## src/rtl/reg_file.sv

```systemverilog
`default_nettype none
// ============================================================================
// Module   : reg_file
// Purpose  : Architectural register file with per-register rename tags.
//            Sits between the reorder buffer commit port and decode/issue.
//            Each register carries a reorder tag naming the in-flight ROB
//            entry that will produce its next value; tag 0 means the stored
//            value is current.
//
// Ports    :
//   clk                   system clock
//   rst                   synchronous reset, active low (wins over all)
//   rdy                   global ready; low freezes all state
//   in_decode_rs1/rs2     source operand indices (combinational read)
//   out_decode_value1/2   operand values (meaningful when reorder is 0)
//   out_decode_reorder1/2 pending producer tag, 0 when the value is ready
//   in_decode_rd          destination register being renamed
//   in_decode_rd_reorder  new ROB tag for rd, 0 = no rename this cycle
//   in_rob_index          committed destination register, 0 = no write
//   in_rob_value          committed value
//   in_rob_reorder        ROB tag of the committing entry
//   in_misbranch          flush: clears every rename tag
//
// Revision : 1.0  initial release
// ============================================================================
module reg_file #(
    parameter  int REG_NUM   = 32,
    parameter  int DATA_W    = 32,
    parameter  int ROB_TAG_W = 4,
    localparam int IDX_W     = $clog2(REG_NUM)
) (
    input  logic                 clk,
    input  logic                 rst,
    input  logic                 rdy,

    input  logic [IDX_W-1:0]     in_decode_rs1,
    input  logic [IDX_W-1:0]     in_decode_rs2,
    output logic [DATA_W-1:0]    out_decode_value1,
    output logic [ROB_TAG_W-1:0] out_decode_reorder1,
    output logic [DATA_W-1:0]    out_decode_value2,
    output logic [ROB_TAG_W-1:0] out_decode_reorder2,

    input  logic [IDX_W-1:0]     in_decode_rd,
    input  logic [ROB_TAG_W-1:0] in_decode_rd_reorder,

    input  logic [IDX_W-1:0]     in_rob_index,
    input  logic [DATA_W-1:0]    in_rob_value,
    input  logic [ROB_TAG_W-1:0] in_rob_reorder,

    input  logic                 in_misbranch
);

    localparam logic [IDX_W-1:0]     C_IDX_ZERO = '0;
    localparam logic [ROB_TAG_W-1:0] C_TAG_NONE = '0;

    // ------------------------------------------------------------------------
    // Storage. Entry 0 is reset to zero and never written, so it is a
    // hard-wired zero; the read path also forces it for clarity.
    // ------------------------------------------------------------------------
    logic [DATA_W-1:0]    value_q [REG_NUM];
    logic [DATA_W-1:0]    value_d [REG_NUM];
    logic [ROB_TAG_W-1:0] tag_q   [REG_NUM];
    logic [ROB_TAG_W-1:0] tag_d   [REG_NUM];

    logic w_commit_en;
    logic w_rename_en;
    logic w_flush_en;

    assign w_commit_en = rdy && (in_rob_index != C_IDX_ZERO);
    assign w_flush_en  = rdy && in_misbranch;
    assign w_rename_en = rdy && !in_misbranch
                      && (in_decode_rd_reorder != C_TAG_NONE)
                      && (in_decode_rd != C_IDX_ZERO);

    // ------------------------------------------------------------------------
    // Next-state. Order of the updates encodes priority on the tag field:
    // matching commit clears, a same-cycle rename overrides the clear, and a
    // flush overrides everything. The committed value is written regardless
    // of tag match or flush (a JALR commits in the same cycle it flushes).
    // ------------------------------------------------------------------------
    always_comb begin
        for (int i = 0; i < REG_NUM; i++) begin
            value_d[i] = value_q[i];
            tag_d[i]   = tag_q[i];
        end

        if (w_commit_en) begin
            value_d[in_rob_index] = in_rob_value;
            // A mismatch means a younger rename now owns the register.
            if (tag_q[in_rob_index] == in_rob_reorder) begin
                tag_d[in_rob_index] = C_TAG_NONE;
            end
        end

        if (w_rename_en) begin
            tag_d[in_decode_rd] = in_decode_rd_reorder;
        end

        if (w_flush_en) begin
            for (int i = 0; i < REG_NUM; i++) begin
                tag_d[i] = C_TAG_NONE;
            end
        end
    end

    always_ff @(posedge clk) begin
        if (!rst) begin
            for (int i = 0; i < REG_NUM; i++) begin
                value_q[i] <= '0;
                tag_q[i]   <= '0;
            end
        end else begin
            for (int i = 0; i < REG_NUM; i++) begin
                value_q[i] <= value_d[i];
                tag_q[i]   <= tag_d[i];
            end
        end
    end

    // ------------------------------------------------------------------------
    // Read path. A commit landing this cycle on the register, from the very
    // producer its tag waits on, is forwarded so decode need not stall a
    // cycle. Same-cycle renames are deliberately invisible to reads so an
    // instruction reading its own rd sees the pre-rename state. The bypass
    // is not gated by rdy: outputs follow inputs even while frozen.
    // ------------------------------------------------------------------------
    function automatic logic [DATA_W+ROB_TAG_W-1:0] read_port(
        input logic [IDX_W-1:0] idx
    );
        logic [DATA_W-1:0]    val;
        logic [ROB_TAG_W-1:0] tag;
        val = value_q[idx];
        tag = tag_q[idx];
        if (idx == C_IDX_ZERO) begin
            val = '0;
            tag = C_TAG_NONE;
        end else if ((in_rob_index == idx)
                  && (in_rob_reorder != C_TAG_NONE)
                  && (tag_q[idx] == in_rob_reorder)) begin
            val = in_rob_value;
            tag = C_TAG_NONE;
        end
        return {val, tag};
    endfunction

    always_comb begin
        {out_decode_value1, out_decode_reorder1} = read_port(in_decode_rs1);
    end

    always_comb begin
        {out_decode_value2, out_decode_reorder2} = read_port(in_decode_rs2);
    end

endmodule
`default_nettype wire

```

## config.mk

```make
export PLATFORM = sky130hd
export DESIGN_NAME = reg_file
export DESIGN_NICKNAME = d
export VERILOG_FILES = /design/src/rtl/reg_file.sv
export SDC_FILE = /design/constraint.sdc
export NUM_CORES = 2
export LEC_CHECK = 0
export CAP_MARGIN = 20
export CORE_MARGIN = 1
export CORE_UTILIZATION = 57
export CTS_CLUSTER_DIAMETER = 30
export DETAILED_ROUTE_END_ITERATION = 10
export GPL_ROUTABILITY_DRIVEN = 0
export PLACE_DENSITY_LB_ADDON = 0.05
export REMOVE_ABC_BUFFERS = 1
export SLEW_MARGIN = 20
export SYNTH_ARGS = -nofsm -noshare
export SYNTH_HDL_FRONTEND = slang
export SYNTH_SLANG_ARGS = --single-unit
export TNS_END_PERCENT = 5
```

## constraint.sdc

```tcl
create_clock -name clk -period 6.8 [get_ports clk]
set_input_delay 2.04 -clock clk [delete_from_list [all_inputs] [get_ports clk]]
set_output_delay 2.04 -clock clk [all_outputs]
set_load 0.02 [all_outputs]
```

==> qor.txt <==
status: finished, violations left
failing checks: negative setup slack
area delta synth->final: 21.16%
most frequent cell on the critical path: mux4_2
GRT met3 Usage: 12.81%
Critical Path AT: 4.88 ns
Netlist cell types: 49
worst-skew pair later-pin latency: 0.86 ns
gr busiest metal: met2
Final Cycle Share: 101.7%
Hold Violations, Final: 0
H-tree depth: 5
Die ar.: 110300 µm²
core area: 107500 µm²
Worst Path Max Fanout: 28
maxcap violations: 0
Min Hold Slack: 0.4740 ns
grt total ovfl: 0
Yosys reg bits: 1152
synthesized area: 62100 µm²
Final WS setup: -0.1165 ns
share of layout cells above drive strength 1: 25.79%
Worst EP required: 4.76 ns
largest net degree at the start of global routing: 240
min Tclk post-route: 6.917 ns
CTS buffer count: 279
Chip Height: 332.1 µm
ys async rst share: 0%
via/cell ratio: 6.814
leakage power: 25.79 nW
crit path cell chain: bufbuf_16 -> mux4_2 -> mux4_2 -> mux2i_2 -> xor2_1 -> nand3_2 -> or3_4 -> buf_12 -> o21ai_1 -> a21oi_1 -> buf_2
share of the synthesized area in the top cell type: 37.14%
Hold Path Stages: 2
syn avg cell area: 9.902 µm²
final wirelength: 241400 µm
CTS root buf: clkbuf_16
share of the yosys chip area belonging to registers: 37.14%
antenna violations before repair: 3
worst reg2reg path depth: 8
Top FF cell, synth: dfxtp_1
ANT nets after route: 0
setup TNS: -1.848 ns
met1 usage: 55.02%
count of port buffers added during placement: 135
f_max: 144.6 MHz
RSZ-0062 raised after global routing: true
most frequent cell after synthesis: nand2_1
drt drc: 0
CTS tree: built
Post-synth EDFFs: 0
Clock transition at path regs: 0.04 ns
GRT Total Usage: 43.19%
slowest library cell on the worst path: mux4_2
Nets: 6378
yosys synthesis warning count: 0
Worst Tran Pin Value: 1.195 ns
CP Capture Type: output port
Clock Skew: 0.04869 ns
Startpoint Class: input port
drt wl/cell: 30.53 µm
M2 GR Usage: 64.81%
hpwl dp: 140500 µm
Crit path largest cell delay: 0.49 ns
top-level port count: 136
clk buf depth: 4
PD cells: 284.0 nW/µm²
first-pass GRT wire length: 351200 µm
placed insts: 7423
fin util: 69.98%
Final setup viols: 30
cell count after synthesis: 6271
Worst Hold Class: reg -> reg
Pins Over Slew Limit: 0
vias in the first global route: 52622
most common library cells after synthesis: nand2_1, dfxtp_1, a21boi_0
Max transition margin: 20.17%
total power: 21.37 mW
router iterations before antenna repair: 7
Die Wd: 332.1 µm
Clock Sinks: 1152
crit path kind: in -> out
1st-iter DRT viols: 7110
Synth area leaders: dfxtp_1, mux4_2, nand2_1
Starting Density: 57.76%
Rows: 120
vias: 53889
Yosys top cell by area: dfxtp_1
final non-filler cell total: 7908
maximum vdd drop: 0.2949 mV
timing repair:
item,4_1_cts,5_1_grt
endpoints found under the hold margin,0,0
resized for setup,351,57
pin swaps,5,4
gates cloned,2,3
hold buffers,0,0
setup buffers,5,2
endpoints found under the setup margin,72,71
area by class of cell:
cell class	instances	area [µm²]
sequential	1152	23060
tap	1403	1755
clock inverter	121	1501
inverter	6	28.78
fill	7971	32270
antenna	2	5.005
clock buffer	349	7790
multi-input combinational	4441	36970
timing repair buffer	434	4128
kinds of logic (layout without fill, tap and decap cells):
| family | Yosys count | count (layout) | synth area share, % |
|---|---|---|---|
| XOR/XNOR | 20 | 20 | 0.2821 |
| AND/OR/NAND/NOR | 2296 | 2296 | 14.37 |
| multiplexers | 844 | 844 | 28.26 |
| other | 0 | 2 | 0 |
| AO/OA/AOI/OAI | 1281 | 1281 | 15.63 |
| flip-flops | 1152 | 1152 | 37.14 |
| buffers and inverters | 678 | 910 | 4.314 |
power breakdown:
part           total (mW)  internal (mW)  switching [mW]
registers            6.85           6.82          0.0346
clock network        13.2           9.05            4.12
logic                1.35          0.516           0.831
total                21.4           16.4            4.98
critical path: cells and delay by family:
family	cells	cell delay, ns
xor gates and xnor gates	1	0.22
AOI/OAI and AO/OA	2	0.21
and+or+nand+nor	2	0.54
buffers and inverters	3	0.61
muxes	3	1.18
worst paths after layout:
kind              slack (ns)                     to              from
setup / recovery       -0.12  out_decode_value1[30]  in_decode_rs1[1]
hold / removal          0.47         value_q[31][3]    value_q[31][3]
setup reg to reg        3.38           tag_q[19][0]      tag_q[30][1]
hold reg to reg         0.47         value_q[31][3]    value_q[31][3]
per-stage QoR:
| step | setup slack [ns] | cell area, µm² |
|---|---|---|
| CTS | -0.06081 | 74930 |
| global route | -0.1200 | 75230 |
| global placement | -0.6334 | 65700 |
| floorplan | -3.465 | 59440 |
| detailed placement | -0.6549 | 65700 |
| finish | -0.1165 | 75240 |
routing by layer:
layer	vias to the layer above	share of wire, %
li1	22553	-
met1	26639	36
met2	3803	45
met3	890	13
met4	4	6.6
met5	-	0.011
state kept, by name, indices dropped and copies added (netlist names):
| signal | count |
|---|---|
| tag_q | 128 |
| value_q | 1024 |
cell usage in the layout (no fill, tap or decap), drive strengths merged, types with 5 or more instances in the layout:
| cell type | Yosys | final |
|---|---|---|
| buf | 132 | 373 |
| o21ai | 21 | 21 |
| a21boi | 992 | 992 |
| clkbuf | 535 | 354 |
| xor2 | 12 | 12 |
| a22oi | 6 | 6 |
| nand2b | 9 | 9 |
| a22o | 124 | 124 |
| a21oi | 39 | 39 |
| o41ai | 17 | 17 |
| mux2i | 114 | 114 |
| a211oi | 32 | 32 |
| bufinv | 0 | 27 |
| nor3 | 8 | 8 |
| nand3 | 21 | 21 |
| nor2b | 17 | 17 |
| a221oi | 36 | 36 |
| clkinv | 1 | 56 |
| and2 | 37 | 37 |
| dfxtp | 1152 | 1152 |
| mux4 | 727 | 727 |
| nand2 | 2051 | 2051 |
| clkinvlp | 0 | 30 |
| nand4 | 5 | 5 |
| nor4 | 5 | 5 |
| clkdlybuf4s50 | 0 | 50 |
| and3 | 14 | 14 |
| nor2 | 118 | 118 |
| inv | 5 | 14 |
| xnor2 | 8 | 8 |
No activity file was read; power rests on OpenSTA's default activity.
